## src/rtl/hram_cmd_bridge.sv

```systemverilog
// hram_cmd_bridge: byte-serial command bridge to the hyper_xface HyperRAM controller.
// Assembles {cmd, NB payload bytes MSB first} frames, runs burst writes/reads through
// DEPTH-entry write/read buffers, and returns one DATA_W response per frame, MSB first.
// Ports:
//   clk_i, reset_i                   clock, synchronous active-high reset
//   rx_valid_i, rx_data_i            received byte strobe and data
//   tx_start_o, tx_data_o, tx_ready_i  byte transmit strobe/data, transmitter idle
//   rd_req_o, wr_req_o               one-cycle access requests
//   addr_o, wr_d_o, rd_num_dwords_o  access address, write data, read burst length
//   rd_d_i, rd_rdy_i, busy_i         read data/valid, controller busy
//   status_o                         {4'b0, to_err, rx_drop, wbuf_ovf, rbuf_empty_rd}
// Optional feature: define HRAM_BRIDGE_TIMEOUT_EN to discard partial frames after
// TO_CYCLES clocks without rx_valid_i (sets to_err).
module hram_cmd_bridge #(
  parameter int unsigned DATA_W    = 32,
  parameter int unsigned ADDR_W    = 32,
  parameter int unsigned DEPTH     = 8,
  parameter int unsigned TO_CYCLES = 1000000
) (
  input  logic              clk_i,
  input  logic              reset_i,
  input  logic              rx_valid_i,
  input  logic [7:0]        rx_data_i,
  output logic              tx_start_o,
  output logic [7:0]        tx_data_o,
  input  logic              tx_ready_i,
  output logic              rd_req_o,
  output logic              wr_req_o,
  output logic [ADDR_W-1:0] addr_o,
  output logic [DATA_W-1:0] wr_d_o,
  output logic [5:0]        rd_num_dwords_o,
  input  logic [DATA_W-1:0] rd_d_i,
  input  logic              rd_rdy_i,
  input  logic              busy_i,
  output logic [7:0]        status_o
);
  localparam int unsigned NB   = DATA_W / 8;
  localparam int unsigned AW   = (DEPTH > 1) ? $clog2(DEPTH) : 1;
  localparam int unsigned CW   = $clog2(NB + 1);
  localparam int unsigned NW32 = (NB + 3) / 4;
  localparam logic [AW:0]       DEPTH_C  = (AW+1)'(DEPTH);
  localparam logic [5:0]        DEPTH_6  = 6'(DEPTH);
  localparam logic [DATA_W-1:0] ERR_WORD = {NB{8'hEE}};
  localparam logic [32*NW32-1:0] DB_REP  = {NW32{32'hDEADBEEF}};
  localparam logic [DATA_W-1:0] EMPTY_WORD = DB_REP[DATA_W-1:0];

  typedef enum logic [2:0] {
    S_IDLE, S_RX, S_EXEC, S_WR_ISSUE, S_WR_WAIT, S_RD_ISSUE, S_RD_COLLECT, S_TX
  } state_t;

  state_t            state_q, state_d;
  logic [CW-1:0]     cnt_q, cnt_d;
  logic [7:0]        cmd_q, cmd_d;
  logic [DATA_W-1:0] payload_q, payload_d, resp_q, resp_d, counter_q, counter_d;
  logic [DATA_W-1:0] wr_d_q, wr_d_d;
  logic [ADDR_W-1:0] addr_q, addr_d;
  logic [5:0]        rd_num_q, rd_num_d, xcnt_q, xcnt_d;
  logic              seen_busy_q, seen_busy_d, tx_wait_low_q, tx_wait_low_d;
  logic              wbuf_ovf_q, wbuf_ovf_d, rbuf_empty_rd_q, rbuf_empty_rd_d;
  logic              rx_drop_q, rx_drop_d, to_err_q, to_err_d;
  logic [AW-1:0]     wb_wp_q, wb_wp_d, wb_rp_q, wb_rp_d, rb_wp_q, rb_wp_d, rb_rp_q, rb_rp_d;
  logic [AW:0]       wb_cnt_q, wb_cnt_d, rb_cnt_q, rb_cnt_d;
  logic              wb_push, wb_pop, rb_push, rb_pop, rb_flush;
  logic              tx_start, wr_req, rd_req;
  logic [DATA_W-1:0] wb_mem [DEPTH];
  logic [DATA_W-1:0] rb_mem [DEPTH];
`ifdef HRAM_BRIDGE_TIMEOUT_EN
  localparam int unsigned TW = $clog2(TO_CYCLES + 1);
  logic [TW-1:0]     timer_q, timer_d;
`endif

  function automatic logic [AW-1:0] ptr_inc(input logic [AW-1:0] p);
    return (p == AW'(DEPTH - 1)) ? '0 : p + 1'b1;
  endfunction

  always_comb begin
    state_d = state_q;   cnt_d = cnt_q;         cmd_d = cmd_q;
    payload_d = payload_q; resp_d = resp_q;     counter_d = counter_q;
    wr_d_d = wr_d_q;     addr_d = addr_q;       rd_num_d = rd_num_q;
    xcnt_d = xcnt_q;     seen_busy_d = seen_busy_q; tx_wait_low_d = tx_wait_low_q;
    wbuf_ovf_d = wbuf_ovf_q; rbuf_empty_rd_d = rbuf_empty_rd_q;
    rx_drop_d = rx_drop_q; to_err_d = to_err_q;
    wb_push = 1'b0; wb_pop = 1'b0; rb_push = 1'b0; rb_pop = 1'b0; rb_flush = 1'b0;
    tx_start = 1'b0; wr_req = 1'b0; rd_req = 1'b0;
`ifdef HRAM_BRIDGE_TIMEOUT_EN
    timer_d = timer_q;
`endif
    unique case (state_q)
      S_IDLE: if (rx_valid_i) begin
        cmd_d = rx_data_i; cnt_d = '0; payload_d = '0; state_d = S_RX;
`ifdef HRAM_BRIDGE_TIMEOUT_EN
        timer_d = '0;
`endif
      end
      S_RX: begin
        if (rx_valid_i) begin
          payload_d = (payload_q << 8) | DATA_W'(rx_data_i);
          cnt_d = cnt_q + 1'b1;
          if (cnt_q == CW'(NB - 1)) state_d = S_EXEC;
`ifdef HRAM_BRIDGE_TIMEOUT_EN
          timer_d = '0;
        end else if (timer_q == TW'(TO_CYCLES - 1)) begin
          state_d = S_IDLE; to_err_d = 1'b1;
        end else begin
          timer_d = timer_q + 1'b1;
`endif
        end
      end
      S_EXEC: begin
        state_d = S_TX; cnt_d = '0; resp_d = counter_q;
        unique case (cmd_q)
          8'h01: begin addr_d = ADDR_W'(payload_q); resp_d = payload_q; end
          8'h02: if (wb_cnt_q == DEPTH_C) begin
                   wbuf_ovf_d = 1'b1; resp_d = ERR_WORD;
                 end else begin
                   wb_push = 1'b1; resp_d = payload_q;
                 end
          8'h03: begin
                   xcnt_d = '0; resp_d = '0;
                   if (wb_cnt_q != '0) begin wr_d_d = wb_mem[wb_rp_q]; state_d = S_WR_ISSUE; end
                 end
          8'h04: if (rb_cnt_q == '0) begin
                   rbuf_empty_rd_d = 1'b1; resp_d = EMPTY_WORD;
                 end else begin
                   rb_pop = 1'b1; resp_d = rb_mem[rb_rp_q];
                 end
          8'h05: if (payload_q[5:0] == '0 || payload_q[5:0] > DEPTH_6) begin
                   resp_d = ERR_WORD;
                 end else begin
                   rb_flush = 1'b1; rd_num_d = payload_q[5:0]; state_d = S_RD_ISSUE;
                 end
          8'h06: counter_d = counter_q + 1'b1;
          8'h07: resp_d = DATA_W'(259);
          8'h08: begin
                   resp_d = DATA_W'(status_o);
                   wbuf_ovf_d = 1'b0; rbuf_empty_rd_d = 1'b0; rx_drop_d = 1'b0; to_err_d = 1'b0;
                 end
          default: ;
        endcase
      end
      S_WR_ISSUE: if (!busy_i) begin
        wr_req = 1'b1; wb_pop = 1'b1; addr_d = addr_q + ADDR_W'(2);
        xcnt_d = xcnt_q + 1'b1; seen_busy_d = 1'b0; state_d = S_WR_WAIT;
      end
      S_WR_WAIT: begin
        if (busy_i) seen_busy_d = 1'b1;
        else if (seen_busy_q) begin
          if (wb_cnt_q != '0) begin
            wr_d_d = wb_mem[wb_rp_q]; state_d = S_WR_ISSUE;
          end else begin
            resp_d = DATA_W'(xcnt_q); cnt_d = '0; state_d = S_TX;
          end
        end
      end
      S_RD_ISSUE: if (!busy_i) begin
        rd_req = 1'b1; xcnt_d = '0; state_d = S_RD_COLLECT;
      end
      S_RD_COLLECT: if (rd_rdy_i) begin
        rb_push = 1'b1; xcnt_d = xcnt_q + 1'b1;
        if (xcnt_q + 1'b1 == rd_num_q) begin
          addr_d = addr_q + ADDR_W'({rd_num_q, 1'b0});
          resp_d = DATA_W'(rd_num_q); cnt_d = '0; state_d = S_TX;
        end
      end
      S_TX: if (!tx_wait_low_q && tx_ready_i) begin
        tx_start = 1'b1; resp_d = resp_q << 8; cnt_d = cnt_q + 1'b1;
        if (cnt_q == CW'(NB - 1)) state_d = S_IDLE;
      end
      default: state_d = S_IDLE;
    endcase

    if (rx_valid_i && state_q != S_IDLE && state_q != S_RX) rx_drop_d = 1'b1;
    // A byte may start only once tx_ready has dropped after the previous start.
    if (tx_start) tx_wait_low_d = 1'b1;
    else if (!tx_ready_i) tx_wait_low_d = 1'b0;

    wb_wp_d = wb_push ? ptr_inc(wb_wp_q) : wb_wp_q;
    wb_rp_d = wb_pop  ? ptr_inc(wb_rp_q) : wb_rp_q;
    wb_cnt_d = wb_push ? wb_cnt_q + 1'b1 : (wb_pop ? wb_cnt_q - 1'b1 : wb_cnt_q);
    if (rb_flush) begin
      rb_wp_d = '0; rb_rp_d = '0; rb_cnt_d = '0;
    end else begin
      rb_wp_d = rb_push ? ptr_inc(rb_wp_q) : rb_wp_q;
      rb_rp_d = rb_pop  ? ptr_inc(rb_rp_q) : rb_rp_q;
      rb_cnt_d = rb_push ? rb_cnt_q + 1'b1 : (rb_pop ? rb_cnt_q - 1'b1 : rb_cnt_q);
    end
  end

  always_ff @(posedge clk_i) begin
    if (wb_push) wb_mem[wb_wp_q] <= payload_q;
    if (rb_push) rb_mem[rb_wp_q] <= rd_d_i;
  end

  always_ff @(posedge clk_i) begin
    if (reset_i) begin
      state_q <= S_IDLE;  cnt_q <= '0;  cmd_q <= '0;  payload_q <= '0;  resp_q <= '0;
      counter_q <= '0;    wr_d_q <= '0; addr_q <= '0; rd_num_q <= 6'd1; xcnt_q <= '0;
      seen_busy_q <= 1'b0; tx_wait_low_q <= 1'b0;
      wbuf_ovf_q <= 1'b0; rbuf_empty_rd_q <= 1'b0; rx_drop_q <= 1'b0; to_err_q <= 1'b0;
      wb_wp_q <= '0; wb_rp_q <= '0; wb_cnt_q <= '0;
      rb_wp_q <= '0; rb_rp_q <= '0; rb_cnt_q <= '0;
`ifdef HRAM_BRIDGE_TIMEOUT_EN
      timer_q <= '0;
`endif
    end else begin
      state_q <= state_d;  cnt_q <= cnt_d;  cmd_q <= cmd_d;  payload_q <= payload_d;
      resp_q <= resp_d;    counter_q <= counter_d; wr_d_q <= wr_d_d; addr_q <= addr_d;
      rd_num_q <= rd_num_d; xcnt_q <= xcnt_d;
      seen_busy_q <= seen_busy_d; tx_wait_low_q <= tx_wait_low_d;
      wbuf_ovf_q <= wbuf_ovf_d; rbuf_empty_rd_q <= rbuf_empty_rd_d;
      rx_drop_q <= rx_drop_d; to_err_q <= to_err_d;
      wb_wp_q <= wb_wp_d; wb_rp_q <= wb_rp_d; wb_cnt_q <= wb_cnt_d;
      rb_wp_q <= rb_wp_d; rb_rp_q <= rb_rp_d; rb_cnt_q <= rb_cnt_d;
`ifdef HRAM_BRIDGE_TIMEOUT_EN
      timer_q <= timer_d;
`endif
    end
  end

  // Strobes are combinational so they can respect busy_i in the same cycle;
  // gated by reset so an abandoned burst cannot emit a final request.
  assign tx_start_o      = tx_start & ~reset_i;
  assign wr_req_o        = wr_req & ~reset_i;
  assign rd_req_o        = rd_req & ~reset_i;
  assign tx_data_o       = resp_q[DATA_W-1 -: 8];
  assign addr_o          = addr_q;
  assign wr_d_o          = wr_d_q;
  assign rd_num_dwords_o = rd_num_q;
  assign status_o        = {4'b0, to_err_q, rx_drop_q, wbuf_ovf_q, rbuf_empty_rd_q};
endmodule

```

## config.mk

```make
export PLATFORM = sky130hd
export DESIGN_NAME = hram_cmd_bridge
export DESIGN_NICKNAME = d
export VERILOG_FILES = /design/src/rtl/hram_cmd_bridge.sv
export SDC_FILE = /design/constraint.sdc
export NUM_CORES = 1
export LEC_CHECK = 0
export BUFFER_PORTS_ARGS = -buffer_cell sky130_fd_sc_hd__buf_2
export CORE_MARGIN = 1
export CORE_UTILIZATION = 44
export DETAILED_ROUTE_END_ITERATION = 8
export GPL_ROUTABILITY_DRIVEN = 0
export PLACE_DENSITY_LB_ADDON = 0.12
export SYNTH_ARGS = -nofsm -noshare
export SYNTH_HDL_FRONTEND = slang
export SYNTH_SLANG_ARGS = --single-unit
```

## constraint.sdc

```tcl
create_clock -name clk_i -period 10.1 [get_ports clk_i]
set_clock_uncertainty 0.1 [all_clocks]
set_input_delay 1.01 -clock clk_i [delete_from_list [all_inputs] [get_ports clk_i]]
set_output_delay 1.01 -clock clk_i [all_outputs]
set_load 0.02 [all_outputs]
```

==> impl_results.md, run 1 <==
- Sink Count: around 730
- Critical path destination: addr_o[25]
- # resized after CTS: 0
- Count leader, synth: edfxtp_1
- Grt ovf: 0
- Worst-Skew Late Latency: roughly 0.64 ns
- Reg2reg end: addr_o[25]
- Starting density of the core: 44.69%
- Vias after detailed routing: roughly 18k
- Synth Cell Area: around 30000 um^2
- Number of port buffers: roughly 130
- Simple-Gate Fraction of Synth Area: 8.514%
- Top cells by area, synth: edfxtp_1 (51%), dfxtp_1 (14%), mux4_2 (9.6%), nor2_1 (2.7%), mux2i_1 (1.9%)
- Yosys reg bits: approximately 730
- Core Area: roughly 68000 um^2
- Setup bufs post-CTS: 0
- # fillers: about 5.8k
- CTS tree: done
- H-Tree Level Count: 3
- Clk slew on worst S/H paths: 0.06 ns
- Total GRT Usage: 22.04%
- Hold buffers post-CTS: 0
- # IOs: approximately 140
- Hold Slack: between 0.3 and 0.4 ns
- RSZ-0062 raised after global routing: false
- XOR/XNOR share of the synthesized area: between 1 and 1.5%
- Setup Viol. Count Final: 0
- First-pass GRT wire length: between 100000 and 150000 um
- Syn-to-layout area delta: 13.58%
- Post-synthesis sequential area ratio: about two thirds
- Worst R2R Setup Slack: 5.59 ns
- Number of enable flip-flop cells after synthesis: just over 500
- Initial drt markers: between 1k and 1.5k
- Pwr dens: between 200 and 250 nW/um^2
- Clk buf depth: 3
- Largest family of logic cells by synthesized area: multiplexers
- Post-synthesis average cell area: around 14 um^2
- Tot Pwr: approximately 0.0069 W
- Antenna Nets Post-Route: 0
- Launching point of the worst reg2reg path: state_q[2]
- Tmin final: between 4 and 5 ns
- Reg2reg path depth: 10
- Arrival time worst endpoint: approximately 5.0 ns
- Hold Fails Final Rpt: 0
- Rel. slew slack: a little under an eighth
- Fin. max-slew vios: 0
- Number of buffers created by CTS: between 70 and 80
- Pleak: ~11 nW
- Synth area leader: edfxtp_1
- Crit-path max FO: 28
- Post-DP Area: between 30000 and 40000 um^2
- Setup Crit Path Kind: reg2reg
- Required time of the critical path: 10.56 ns
- Die ar.: approximately 70000 um^2
- Root Buffer: clkbuf_16
- Initial antenna violation count: 1
- Drt pass-1 iters: 6
- Drt drc: 0
- Crit start category: flip-flop
- Synth top area share: roughly 51%
- F_max: 221.8 MHz
- Cells after synthesis: between 2k and 2.5k
- Critical Path Sink Type: flip-flop
- Ys Warns: 0
- Mux contribution to synthesized area: 11.56%
- Setup TNS: 0 ns
- FFs w/ async S/R, synth: 0%
- Nets: roughly 2.3k
- Post-synthesis compound-gate area fraction: a little under a tenth
- Pin count of the biggest net entering global routing: 86
- Worst slew pin tran: 1.325 ns
- Via density: about 5.8
- Vias in the first global route: 18.24k
- WL/cell: 24.45 um
- Post-Synth Adder-Cell Area: 1.111%
- Synth Flop Type: edfxtp_1
- Share of cells above drive strength 1: between 20% and 30%
- Die width: between 200 and 300 um
- Crit share post-route: around 45%
- Yosys cell types: ~80
- Critical path origin: state_q[2]
- Routed wire length: between 70000 and 80000 um
- Worst Hold Launch: resp_q[21]
- Synth top cells by count: edfxtp_1 (512), dfxtp_1 (217), nor2_1 (217)
- Post-DP HPWL: 45670 um
- Worst hold path type: reg2reg
- # rows: between 90 and 100
- Worst VDD drop: around 140 uV
- Finished Core Util: between 50 and 60%
- Max Cap Viol: 0
- Die Height: about 260 um
- Post-route cell area: approximately 34000 um^2
- Run status: complete, no violations
area by class of cell:
class	instances	area [um^2]	share of cell area, %
well taps	873	1092	3.187
inverters	24	90.09	0.2629
clock inverters	41	440.4	1.285
clock buffers	105	2167	6.324
flip-flops and latches	729	19730	57.57
repair buffers	167	937.1	2.735
diodes	1	2.502	0.007302
multi-input cells	1192	9809	28.62
placed cells by master, fill, tap and decap left out, types with 12 or more instances in the layout:
cell	synthesis	routed
nor3_1	33	28
xor2_1	24	24
dfxtp_1	217	212
ha_1	22	22
mux4_2	128	128
o21ai_0	51	51
and3_1	15	15
a21oi_1	79	78
nand2_1	92	92
clkbuf_16	0	81
nand3_1	38	38
a211oi_1	57	57
and2_1	14	14
o22ai_1	20	20
clkinv_2	0	18
buf_2	12	128
buf_4	18	38
nor2_1	217	214
xnor2_1	21	21
edfxtp_1	512	512
a22o_1	22	22
nand4_1	17	17
inv_1	24	24
mux2i_1	57	57
nor2b_1	12	12
clkbuf_1	104	19
a22oi_1	36	36
nand2b_1	13	13
a221oi_1	24	24
worst min-delay path by stage:
stage                             to  depth (start not counted)
after floorplan            resp_q[0]                          2
after CTS                 resp_q[29]                          2
after global placement    resp_q[29]                          2
after global routing       resp_q[0]                          2
final                     resp_q[29]                          2
after detailed placement  resp_q[29]                          2
worst max-delay path, stage by stage (launching register included):
cell,delay (ns)
dfxtp_1,0.87
nor2b_1,0.50
nand2_1,0.32
nor2_1,0.18
ha_1,0.23
o211a_1,0.17
o21ai_0,0.24
a2111oi_2,1.24
a31o_2,0.29
a21oi_1,0.07
a211oi_2,0.22
metal layers:
layer / vias to the layer above / track usage [%] / share of wire [%]
met1: 9369 / 30.37 / 45
met4: 0 / 5.767 / 2.2
li1: 8356 / - / -
met5: - / 0 / 0
met3: 124 / 3.551 / 4.6
met2: 463 / 36.41 / 49
sequential cells by signal, summed over array words and instances, names as in the netlist, 4 cells and up, named ones only:
name	count
addr_o	32
cmd_q	8
counter_q	32
payload_q	32
rb_cnt_q	4
rb_mem	256
rd_num_dwords_o	6
resp_q	32
wb_cnt_q	4
wb_mem	256
wr_d_o	32
xcnt_q	6
report_power, final:
group	leakage, nW	internal [W]	total (W)	switching (W)
Combinational	3.44	0.000216	0.000654	0.000438
Clock	1.28	0.00170	0.00289	0.00119
Sequential	6.25	0.00326	0.00336	0.000100
stage by stage:
stage | cells | setup WS [ns]
floorplan | 2099 | 4.286
global placement | 2985 | 5.942
detailed placement | 2985 | 5.676
CTS | 3131 | 5.671
global route | 3131 | 5.271
finish | 3132 | 5.591
logic make-up (layout without fill, tap and decap cells):
family	after synthesis	count (layout)
DFF	729	729
and+or+nand+nor	528	528
AOI/OAI and AO/OA	401	401
muxes	188	188
buffers and inverters	178	337
xor gates and xnor gates	45	45
adders and majority gates	25	25
other	1	6
No activity file was read; power rests on OpenSTA's default activity.
==> inputs of run 2 (changes only) <==
--- a/config.mk
+++ b/config.mk
@@ -5,6 +5,7 @@
 export SDC_FILE = /design/constraint.sdc
 export NUM_CORES = 1
 export LEC_CHECK = 0
+export ABC_AREA = 1
 export BUFFER_PORTS_ARGS = -buffer_cell sky130_fd_sc_hd__buf_2
 export CORE_MARGIN = 1
 export CORE_UTILIZATION = 44
==> constraint.sdc (replaced) <==
create_clock -name clk_i -period 4.5 [get_ports clk_i]
set_clock_uncertainty 0.1 [all_clocks]
set_input_delay 0.45 -clock clk_i [delete_from_list [all_inputs] [get_ports clk_i]]
set_output_delay 0.45 -clock clk_i [all_outputs]
set_load 0.02 [all_outputs]
==> run 2 against run 1 <==
Compared with the run above:
- wire length rose by 22%
- highest routed layer is now met5
- sequential power rose by 130%
- via count rose by 37%
- sequential cell count did not move
- clock power rose by 130%
- area after synthesis rose by 7.6%
- first-iteration DRC count rose by 54%
==> impl_results.md, run 2 <==
- Critical Path Sink Type: flip-flop (unchanged)
- Post-Synth Adder-Cell Area: 1.033% (was 1.111%)
- Pre-CTS setup slack: 1.346 ns (was 5.676 ns)
- Cells after synthesis: 3516 (was 2095)
- Synth Flop Type: edfxtp_1 (unchanged)
- Die ar.: 74850 um^2 (was 69620 um^2)
- Share of cells above drive strength 1: 11.07% (was 20.86%)
- Crit share post-route: 69.58% (was 44.65%)
- Worst hold path type: in2reg (was reg2reg)
- Post-synthesis compound-gate area fraction: 6.411% (was 9.526%)
- Root Buffer: clkbuf_16 (unchanged)
- Crit-path max FO: 19 (was 28)
- Commonest non-fill, non-tap cell in the layout: nand2_1 (was edfxtp_1)
- Critical Path, Cell by Cell: nand2_4 > nor2_1 > inv_1 > nor2_1 > inv_1 > nor2_4 > buf_4 (was nor2b_1 > nand2_1 > nor2_1 > ha_1 > o211a_1 > o21ai_0 > a2111oi_2 > a31o_2 > a21oi_1 > a211oi_2)
- Count leader, synth: nand2_1 (was edfxtp_1)
- Setup Viol. Count Final: 0 (unchanged)
- Max Cap Viol: 0 (unchanged)
- Synth area leader: edfxtp_1 (unchanged)
- Final worst slack: 1.369 ns (was 5.591 ns)
- Ys Warns: 0 (unchanged)
- CTS tree: done (unchanged)
- Number of buffers created by CTS: 80 (was 79)
- Number of port buffers: 129 (unchanged)
- # fillers: 6691 (was 5765)
- Yosys reg bits: 729 (unchanged)
- Required time of the critical path: 4.69 ns (was 10.56 ns)
- Hold Fails Final Rpt: 0 (unchanged)
- Clk slew on worst S/H paths: 0.06 ns (about the same)
- First-pass GRT wire length: 143000 um (was 115800 um)
- Vias in the first global route: 23.92k (was 18.24k)
- Post-route cell area: 36810 um^2 (was 34270 um^2)
- Die Height: 273.6 um (was 263.9 um)
- Die width: 273.6 um (was 263.9 um)
- Pwr dens: 454.0 nW/um^2 (was 201.4 nW/um^2)
- # IOs: 135 (unchanged)
- Initial antenna violation count: 2 (was 1)
- Starting density of the core: 44.48% (was 44.69%)
- Worst stage delay on the critical path: 0.62 ns (was 1.24 ns)
- Synth Cell Area: 32450 um^2 (was 30170 um^2)
- Nets: 3679 (was 2264)
- Setup Crit Path Kind: reg2reg (unchanged)
- Pleak: 13.93 nW (was 10.96 nW)
- Sink Count: 729 (unchanged)
- Crit start category: flip-flop (unchanged)
- Arrival time worst endpoint: 3.32 ns (was 4.97 ns)
- Post-synthesis average cell area: 9.231 um^2 (was 14.40 um^2)
- Most frequent cells in the layout: nand2_1 (1121), edfxtp_1 (512), nand3_1 (458), nor2_1 (229), dfxtp_1 (213) (was edfxtp_1 (512), nor2_1 (214), dfxtp_1 (212), mux4_2 (128), buf_2 (128))
- Largest registers: rb_mem (256), wb_mem (256) (unchanged)
- FFs w/ async S/R, synth: 0% (unchanged)
- Fin. max-slew vios: 0 (unchanged)
- Setup bufs post-CTS: 0 (unchanged)
- Simple-Gate Fraction of Synth Area: 25.85% (was 8.514%)
- Mux contribution to synthesized area: 0% (was 11.56%)
- F_max: 319.4 MHz (was 221.8 MHz)
- XOR/XNOR share of the synthesized area: 0.7556% (was 1.306%)
- Vias after detailed routing: 25.15k (was 18.31k)
- Post-DP HPWL: 60580 um (was 45670 um)
- Run status: complete, no violations (unchanged)
- Initial drt markers: 2192 (was 1424)
- RSZ-0062 raised after global routing: false (unchanged)
- Worst VDD drop: 328.1 uV (was 139.2 uV)
- Clk buf depth: 3 (unchanged)
- Number of enable flip-flop cells after synthesis: 512 (unchanged)
- H-Tree Level Count: 3 (unchanged)
- Total GRT Usage: 24.94% (was 22.04%)
- Routed wire length: 93470 um (was 76590 um)
- WL/cell: 20.17 um (was 24.45 um)
- Core Area: 72960 um^2 (was 67510 um^2)
- Post-synthesis sequential area ratio: 60.76% (was 65.36%)
- Cell family contributing the most delay on the critical path: simple AND/OR/NAND/NOR gates (was compound AO/OA/AOI/OAI gates)
- Grt ovf: 0 (unchanged)
- Setup TNS: 0 ns (unchanged)
- Syn-to-layout area delta: 13.41% (was 13.58%)
- Top cells by area, synth: edfxtp_1 (47%), dfxtp_1 (13%), nand2_1 (13%), nand3_1 (7.1%), nor2_1 (2.7%) (was edfxtp_1 (51%), dfxtp_1 (14%), mux4_2 (9.6%), nor2_1 (2.7%), mux2i_1 (1.9%))
- Synth top area share: 47.37% (was 50.96%)
- Via density: 5.425 (was 5.847)
- Pin count of the biggest net entering global routing: 75 (was 86)
- Antenna Nets Post-Route: 0 (unchanged)
- Worst-Skew Late Latency: 0.63 ns (was 0.64 ns)
- # rows: 99 (was 95)
- Worst R2R Setup Slack: 1.37 ns (was 5.59 ns)
- Yosys cell types: 58 (was 79)
- Worst slew pin tran: 1.186 ns (was 1.325 ns)
- Largest family of logic cells by synthesized area: simple AND/OR/NAND/NOR gates (was multiplexers)
- Drt drc: 0 (unchanged)
- Drt pass-1 iters: 6 (unchanged)
- Post-DP Area: 33900 um^2 (was 31660 um^2)
- CP max stage cell: dfxtp_1 (was a2111oi_2)
- Synth top cells by count: nand2_1 (1121), edfxtp_1 (512), nand3_1 (458) (was edfxtp_1 (512), dfxtp_1 (217), nor2_1 (217))
- Tmin final: 3.131 ns (was 4.510 ns)
- Buffers & Inverters on Critical Path: 3 (was 0)
- Rel. slew slack: 20.74% (was 11.47%)
[run 2: changes by cell type after synthesis, moves of 57 or more]
cell     previous run  this run
nand2_1            92      1121
nand3_1            38       458
inv_1              24       190
mux4_2            128         0
a21oi_1            79       150
o21ai_0            51       121
mux2i_1            57         0
[run 2: worst register-to-register path, stage by stage, from the launching register on]
cell	delay (ns)
dfxtp_1	0.62
nand2_4	0.21
nor2_1	0.37
inv_1	0.25
nor2_1	0.19
inv_1	0.18
nor2_4	0.44
buf_4	0.43
[run 2: through the flow]
| step | hold slack [ns] | util [%] | total power, W | cells |
|---|---|---|---|---|
| finish | 0.02876 | 50.45 | 0.01671 | 4635 |
| global route | 0.02494 | 50.45 | 0.01739 | 4634 |
| CTS | 0.004104 | 50.45 | 0.01681 | 4634 |
| detailed placement | 0.3477 | 46.46 | 0.01015 | 4463 |
| global placement | 0.3451 | 46.46 | 0.01010 | 4463 |
| floorplan | 0.3272 | - | 0.009537 | 3520 |
[run 2: power by group]
group	internal [W]	switching, W	total [W]
Combinational	0.000694	0.00179	0.00249
Sequential	0.00736	0.000205	0.00757
Clock	0.00391	0.00274	0.00666
Total	0.0120	0.00474	0.0167
[run 2: timing repair]
action / in CTS / in global routing
gates resized for setup: 0 / 0
hold buffers: 22 / 0
hold endpoints to repair: 148 / 0
endpoints found under the setup margin: 0 / 0
[run 2: worst paths after layout]
| check | cells after the start | startpoint | to |
|---|---|---|---|
| worst min register to register | 2 | cmd_q[6] | cmd_q[6] |
| worst min-delay path | 1 | rd_d_i[19] | rb_mem[2][19] |
| worst max register to register | 7 | state_q[2] | rb_mem[4][13] |
| worst max-delay path | 7 | state_q[2] | rb_mem[4][13] |
[run 2: logic make-up after synthesis]
kind of cell / Yosys count
simple gates: 1955
fa+ha+maj: 25
compound gates: 375
xor+xnor: 28
buf+inv: 403
other cells: 1
flops: 729
[run 2: final cells by class]
class | instances | area, um^2 | share of cell area, %
Sequential cell | 729 | 19730 | 53.60
Antenna cell | 1 | 2.502 | 0.006799
Clock buffer | 111 | 2317 | 6.295
Clock inverter | 38 | 370.4 | 1.006
Tap cell | 959 | 1200 | 3.260
Timing Repair Buffer | 199 | 1229 | 3.338
Inverter | 210 | 793.3 | 2.155
Multi-Input combinational cell | 2388 | 11170 | 30.34
[run 2: routing by layer]
layer	global-route usage (%)	vias up	wire length, um
li1	-	12070	-
met1	31.78	12150	39200
met2	43.03	766	46230
met3	3.289	163	4852
met4	9.380	2	3173
met5	0	-	10
